### src/rtl/lc3b_types.sv
// Shared LC-3b types: machine word, opcode encodings and data-memory byte mask.
// Pure type/constant package, no logic and no latency.
// No flow control; the helper functions classify opcodes combinationally.
package lc3b_types;

  typedef logic [15:0] lc3b_word;
  typedef logic [3:0]  lc3b_opcode;
  typedef logic [1:0]  lc3b_mem_wmask;

  localparam lc3b_opcode op_br   = 4'b0000;
  localparam lc3b_opcode op_add  = 4'b0001;
  localparam lc3b_opcode op_ldb  = 4'b0010;
  localparam lc3b_opcode op_stb  = 4'b0011;
  localparam lc3b_opcode op_jsr  = 4'b0100;
  localparam lc3b_opcode op_and  = 4'b0101;
  localparam lc3b_opcode op_ldr  = 4'b0110;
  localparam lc3b_opcode op_str  = 4'b0111;
  localparam lc3b_opcode op_rti  = 4'b1000;
  localparam lc3b_opcode op_not  = 4'b1001;
  localparam lc3b_opcode op_ldi  = 4'b1010;
  localparam lc3b_opcode op_sti  = 4'b1011;
  localparam lc3b_opcode op_jmp  = 4'b1100;
  localparam lc3b_opcode op_shf  = 4'b1101;
  localparam lc3b_opcode op_lea  = 4'b1110;
  localparam lc3b_opcode op_trap = 4'b1111;

  // LDI/STI fetch a pointer first, then access the pointed-to word.
  function automatic logic is_indirect(input lc3b_opcode op);
    return (op == op_ldi) || (op == op_sti);
  endfunction

  // LDB/STB touch a single byte lane selected by addr[0].
  function automatic logic is_byte_op(input lc3b_opcode op);
    return (op == op_ldb) || (op == op_stb);
  endfunction

  // Opcodes whose final access is a write.
  function automatic logic is_store_op(input lc3b_opcode op);
    return (op == op_str) || (op == op_stb) || (op == op_sti);
  endfunction

endpackage

### src/rtl/mem_byte_align.sv
// Byte-lane steering for data memory: write mask/data replication and load byte extract.
// Purely combinational, zero latency.
// No flow control; outputs follow inputs in the same cycle.
module mem_byte_align
  import lc3b_types::*;
(
  input  logic          addr_lsb,
  input  logic          byte_op,
  input  logic          write_op,
  input  lc3b_word      wdata,
  input  lc3b_word      raw_rdata,
  output lc3b_mem_wmask wmask,
  output lc3b_word      store_data,
  output lc3b_word      load_data
);

  // Store side: masks and data are zero unless a write is actually being issued.
  always_comb begin
    wmask      = 2'b00;
    store_data = '0;
    if (write_op) begin
      if (byte_op) begin
        wmask      = addr_lsb ? 2'b10 : 2'b01;
        store_data = {wdata[7:0], wdata[7:0]};
      end else begin
        wmask      = 2'b11;
        store_data = wdata;
      end
    end
  end

  // Load side: byte ops pick the lane named by addr[0] and zero-extend it.
  always_comb begin
    load_data = raw_rdata;
    if (byte_op) begin
      load_data = {8'h00, addr_lsb ? raw_rdata[15:8] : raw_rdata[7:0]};
    end
  end

endmodule

### src/rtl/mem_access_ctrl.sv
// MEM-stage data-memory initiator: single, byte-lane and two-access indirect accesses.
// Stalls for 1 + memory latency per access; result valid for one cycle in S_DONE.
// Requests held until dmem_resp; optional abort on timeout when MEM_TIMEOUT_EN is defined.
module mem_access_ctrl
  import lc3b_types::*;
#(
  parameter int TIMEOUT_CYCLES = 64
) (
  input  logic          clk,
  input  logic          rst,
  input  lc3b_opcode    opcode,
  input  logic          mem2_read,
  input  logic          mem2_write,
  input  lc3b_word      addr,
  input  lc3b_word      wdata,
  input  lc3b_word      dmem_rdata,
  input  logic          dmem_resp,
  output lc3b_word      dmem_address,
  output logic          dmem_read,
  output logic          dmem_write,
  output lc3b_mem_wmask dmem_wmask,
  output lc3b_word      dmem_wdata,
  output logic          mem_stall,
  output lc3b_word      rdata_out,
  output logic          rdata_valid,
  output logic          mem_err
);

  localparam logic [1:0] S_IDLE = 2'd0;
  localparam logic [1:0] S_IND  = 2'd1;
  localparam logic [1:0] S_DATA = 2'd2;
  localparam logic [1:0] S_DONE = 2'd3;

  // The wait counter is 8 bits wide, so the timeout must fit in it.
  if (TIMEOUT_CYCLES < 1 || TIMEOUT_CYCLES > 256) begin : g_bad_timeout
    $error("TIMEOUT_CYCLES must be in the range 1..256");
  end

  logic [1:0]  state;
  logic [1:0]  state_nxt;
  logic [14:0] ptr_reg;    // pointer word is always used word-aligned, bit 0 dropped
  lc3b_word    data_reg;
  logic        req;
  logic        ind;
  logic        byte_op;
  logic        store;
  logic        expired;

  assign req     = mem2_read | mem2_write;
  assign ind     = is_indirect(opcode);
  assign byte_op = is_byte_op(opcode);
  assign store   = is_store_op(opcode);

  // Next-state and request generation; requests exist only in S_IND/S_DATA.
  always_comb begin
    state_nxt    = state;
    dmem_address = '0;
    dmem_read    = 1'b0;
    dmem_write   = 1'b0;
    case (state)
      S_IDLE: begin
        if (req) state_nxt = ind ? S_IND : S_DATA;
      end
      S_IND: begin
        dmem_read    = 1'b1;
        dmem_address = {addr[15:1], 1'b0};
        if (dmem_resp)    state_nxt = S_DATA;
        else if (expired) state_nxt = S_DONE;
      end
      S_DATA: begin
        if (ind)          dmem_address = {ptr_reg, 1'b0};
        else if (byte_op) dmem_address = addr;
        else              dmem_address = {addr[15:1], 1'b0};
        dmem_read  = ~store;
        dmem_write = store;
        if (dmem_resp || expired) state_nxt = S_DONE;
      end
      default: begin
        state_nxt = S_IDLE;
      end
    endcase
  end

  // State register plus capture of pointer and data words on each response.
  always_ff @(posedge clk) begin
    if (rst) begin
      state    <= S_IDLE;
      ptr_reg  <= '0;
      data_reg <= '0;
    end else begin
      state <= state_nxt;
      if (state == S_IND && dmem_resp) ptr_reg <= dmem_rdata[15:1];
      if (state == S_DATA && dmem_resp) data_reg <= dmem_rdata;
      else if (expired) data_reg <= '0;
    end
  end

`ifdef MEM_TIMEOUT_EN
  localparam logic [7:0] WAIT_LAST = 8'(TIMEOUT_CYCLES - 1);

  logic [7:0] wait_cnt;
  logic       abort_flag;

  assign expired = ((state == S_IND) || (state == S_DATA)) && !dmem_resp &&
                   (wait_cnt == WAIT_LAST);

  // Per-access wait counter, cleared on every state change; abort flag marks the S_DONE it causes.
  always_ff @(posedge clk) begin
    if (rst) begin
      wait_cnt   <= '0;
      abort_flag <= 1'b0;
    end else begin
      abort_flag <= expired;
      if (state_nxt != state) wait_cnt <= '0;
      else if (((state == S_IND) || (state == S_DATA)) && !dmem_resp) wait_cnt <= wait_cnt + 8'd1;
    end
  end

  assign mem_err = (state == S_DONE) && abort_flag;
`else
  assign expired = 1'b0;
  assign mem_err = 1'b0;
`endif

  mem_byte_align u_align (
    .addr_lsb   (addr[0]),
    .byte_op    (byte_op),
    .write_op   (dmem_write),
    .wdata      (wdata),
    .raw_rdata  (data_reg),
    .wmask      (dmem_wmask),
    .store_data (dmem_wdata),
    .load_data  (rdata_out)
  );

  assign mem_stall   = ((state == S_IDLE) && req) || (state == S_IND) || (state == S_DATA);
  assign rdata_valid = (state == S_DONE);

endmodule

### config.mk
export PLATFORM = sky130hd
export DESIGN_NAME = mem_access_ctrl
export DESIGN_NICKNAME = d
export VERILOG_FILES = /design/src/rtl/lc3b_types.sv /design/src/rtl/mem_byte_align.sv /design/src/rtl/mem_access_ctrl.sv
export SDC_FILE = /design/constraint.sdc
export NUM_CORES = 1
export LEC_CHECK = 0
export CELL_PAD_IN_SITES_DETAIL_PLACEMENT = 0
export CELL_PAD_IN_SITES_GLOBAL_PLACEMENT = 2
export CORE_UTILIZATION = 21
export DETAILED_ROUTE_END_ITERATION = 10
export MAX_ROUTING_LAYER = met4
export PLACE_DENSITY_LB_ADDON = 0.12
export SYNTH_ARGS = -nofsm -noshare
export SYNTH_HDL_FRONTEND = slang
export SYNTH_SLANG_ARGS = --single-unit
### constraint.sdc
create_clock -name clk -period 3.6 [get_ports clk]
set_clock_uncertainty 0.05 [all_clocks]
set_input_delay 0.36 -clock clk [delete_from_list [all_inputs] [get_ports clk]]
set_output_delay 0.36 -clock clk [all_outputs]
set_load 0.02 [all_outputs]
==> flow_summary.yaml <==
global_route:
  antenna_found_initial: 0
  grt.overflow.total: 0
  grt_first_pass_wirelength_um: 11080
  grt_pass1_vias: 2157
  grt_start_max_net_pins: 20
  grt_use_total_pct: 14.98
timing:
  maxSlewViolCount: 0
  rsz0062_at_grt: "no"
  finalHoldViolCount: 0
  setup_violations: 0
  clock.fmax_mhz: 319.0
  worstMarginPinSlew_ns: 0.7594
  setup_tns_ns: 0
  period_needed_ns: 3.135
  min_period_over_period_pct: 87.07
  max_slew_margin_pct: 49.22
route:
  routed_wl_um: 7112
  viasPerCell: 4.514
  wl_per_cell_um: 14.85
  drtAntennaViolNets: 0
  vias: 2162
  remaining_drc_errors: 0
  drt_iter0_drc: 77
  dr.pass1.iters: 4
logic_synthesis:
  synth_compound_area_share_pct: 19.65
  synthXorXnorAreaFrac_pct: 0
  synth_cell_types: 36
  synth_top_area_share_pct: 33.46
  syn_inst: 266
  ys.warnings.count: 0
  synth_adder_area_share_pct: 3.169
  syn_avg_cell_area_um2: 7.423
  synth.largest_area_cell: "dfxtp_1"
  yosys.area_share.simple_pct: 29.85
  yosysSeqAreaShare_pct: 33.46
  syn_area_um2: 1974
  synthMuxAreaShare_pct: 7.605
  ys_seq_elements: 33
  synth_top_family_by_area: "simple AND/OR/NAND/NOR gates"
  synth.net_count: 328
  synth.area.top_cells: "dfxtp_1 (33%), nand2_1 (16%), a21oi_1 (10%)"
setup_path:
  cp_max_fo: 12
  end_kind: "output port"
  worstPathRequired_ns: 3.19
  worstPathArrival_ns: 2.72
  start_kind: "flop"
  path_class: "reg -> out"
cells_and_area:
  design_area_um2: 3241
  nNetsFinal: 429
  antenna_cells: 0
  finalNonFillerCells: 479
  drive_gt1_share_pct: 7.609
  syn_to_final_growth_pct: 64.13
  largest_register_ffs: 16
clocking:
  cts_buffer_depth: 2
  cts_root_buffer: "clkbuf_8"
  path_clk_slew_ns: 0.07
  cts_setup_buffers: 0
  htree_levels: 2
  worst_skew_pair.late_latency_ns: 0.29
  cts-resized-gates: 0
  clock_sinks: 33
  cts_tree: "yes"
  holdBufCountCts: 0
  cts-buffers-inserted: 5
power_and_ir_drop:
  vdd_drop_max_mv: 0.1739
  total_power_mw: 1.478
  p_leak_nw: 1.188
  p_per_area_nw_per_um2: 456.0
run_status:
  status: "complete, no violations"
die:
  die-area_um2: 9794
  die_y_um: 98.97
  start_util_pct: 21.57
  ios: 112
  core_um2: 9153
  num_rows: 35
  fp.dieW_um: 98.97
placed_design:
  io_buffers: 110
  placed_cell_area_um2: 3139
  dp_hpwl_um: 5312
  placed_cells: 471
  gp_congestion: 0.7701
worst_hold_path:
  worstHoldPathType: "reg -> reg"
run:
  drv_cap: 0
## critical path, cell delays in order (launching register included)
cell,delay (ns)
dfxtp_1,0.42
inv_1,0.11
ha_1,0.52
nand2_1,0.18
nor2_2,0.39
a22o_1,0.22
clkdlybuf4s50_1,0.60
## per-layer routing
layer  vias up  wire length (µm)  global-route usage (%)
li1       1086                 -                       -
met1      1003              3130                   18.18
met2        68              3527                   25.23
met3         5               392                   3.333
met4         0                62                   3.444
met5         -                 0                       -
## cell usage in the layout, fill, tap and decap left out, drive strengths merged, types with 2 or more instances in the layout
cell / n
a21oi: 41
a22o: 11
and2: 20
buf: 4
clkbuf: 7
clkdlybuf4s50: 110
dfxtp: 33
ha: 5
inv: 4
mux2: 8
mux2i: 3
nand2: 85
nand3: 5
nor2: 6
nor3b: 2
o21ai: 5
o22ai: 2
or2: 2
## power breakdown
part	total (mW)	leakage [nW]	internal, mW	switching (mW)
sequential	0.444	0.268	0.410	0.0342
clock	0.315	0.0542	0.173	0.142
combinational	0.719	0.867	0.333	0.386
## worst paths after layout
path                                   end  slack (ns)                startpoint  cells after the start
hold reg to reg   data_reg[0]$_SDFFE_PP0P_        0.41  data_reg[0]$_SDFFE_PP0P_                      2
setup / recovery           dmem_address[8]        0.47     state[1]$_SDFFE_PP0P_                      6
setup reg to reg     state[1]$_SDFFE_PP0P_        1.71     state[0]$_SDFFE_PP0P_                      5
hold / removal    data_reg[0]$_SDFFE_PP0P_        0.41  data_reg[0]$_SDFFE_PP0P_                      2
## synth_stat cells
cell type   n
nand3b_1    1
nor2_2      1
o21a_1      1
or3b_1      1
dfxtp_1    33
a31oi_1     1
nand2_1    85
a22o_1     11
buf_2       8
nor2b_1     1
ha_1        5
nor2_1      5
nand3_1     5
o21ba_2     1
nand4_1     1
and2_1     19
nor3b_1     1
buf_4       1
o41ai_1     1
and3_2      1
o22ai_1     2
a211oi_1    1
mux2_4      8
clkbuf_1   10
and2_4      1
nand2b_1    1
or2_2       2
inv_1       4
buf_12      1
o32ai_1     1
o21ai_0     5
nor3b_4     1
mux2i_1     3
conb_1      1
a21oi_1    41
and4b_2     1
## layout make-up
cell class                      count  area (µm²)
Clock buffer                        7       96.34
Clock inverter                      1       5.005
Fill cell                         970        5912
Inverter                            4       15.01
Multi-Input combinational cell    209        1194
Sequential cell                    33       660.6
Tap cell                          111       138.9
Timing Repair Buffer              114        1131
## kinds of logic after synthesis
group | after synthesis
mux | 11
other cells | 1
simple gates | 127
buf+inv | 24
flops | 33
fa+ha+maj | 5
compound gates | 65
## stage by stage
step	utilization, %	setup slack (ns)	hold slack (ns)
6_report	35.41	0.4655	0.4057
3_3_place_gp	34.30	0.7447	0.3948
5_1_grt	35.41	0.2743	0.4223
3_5_place_dp	34.30	0.7161	0.3977
4_1_cts	35.41	0.4312	0.4078
2_1_floorplan	-	1.615	0.3857
Note: power is estimated with default switching activity, not from simulation.
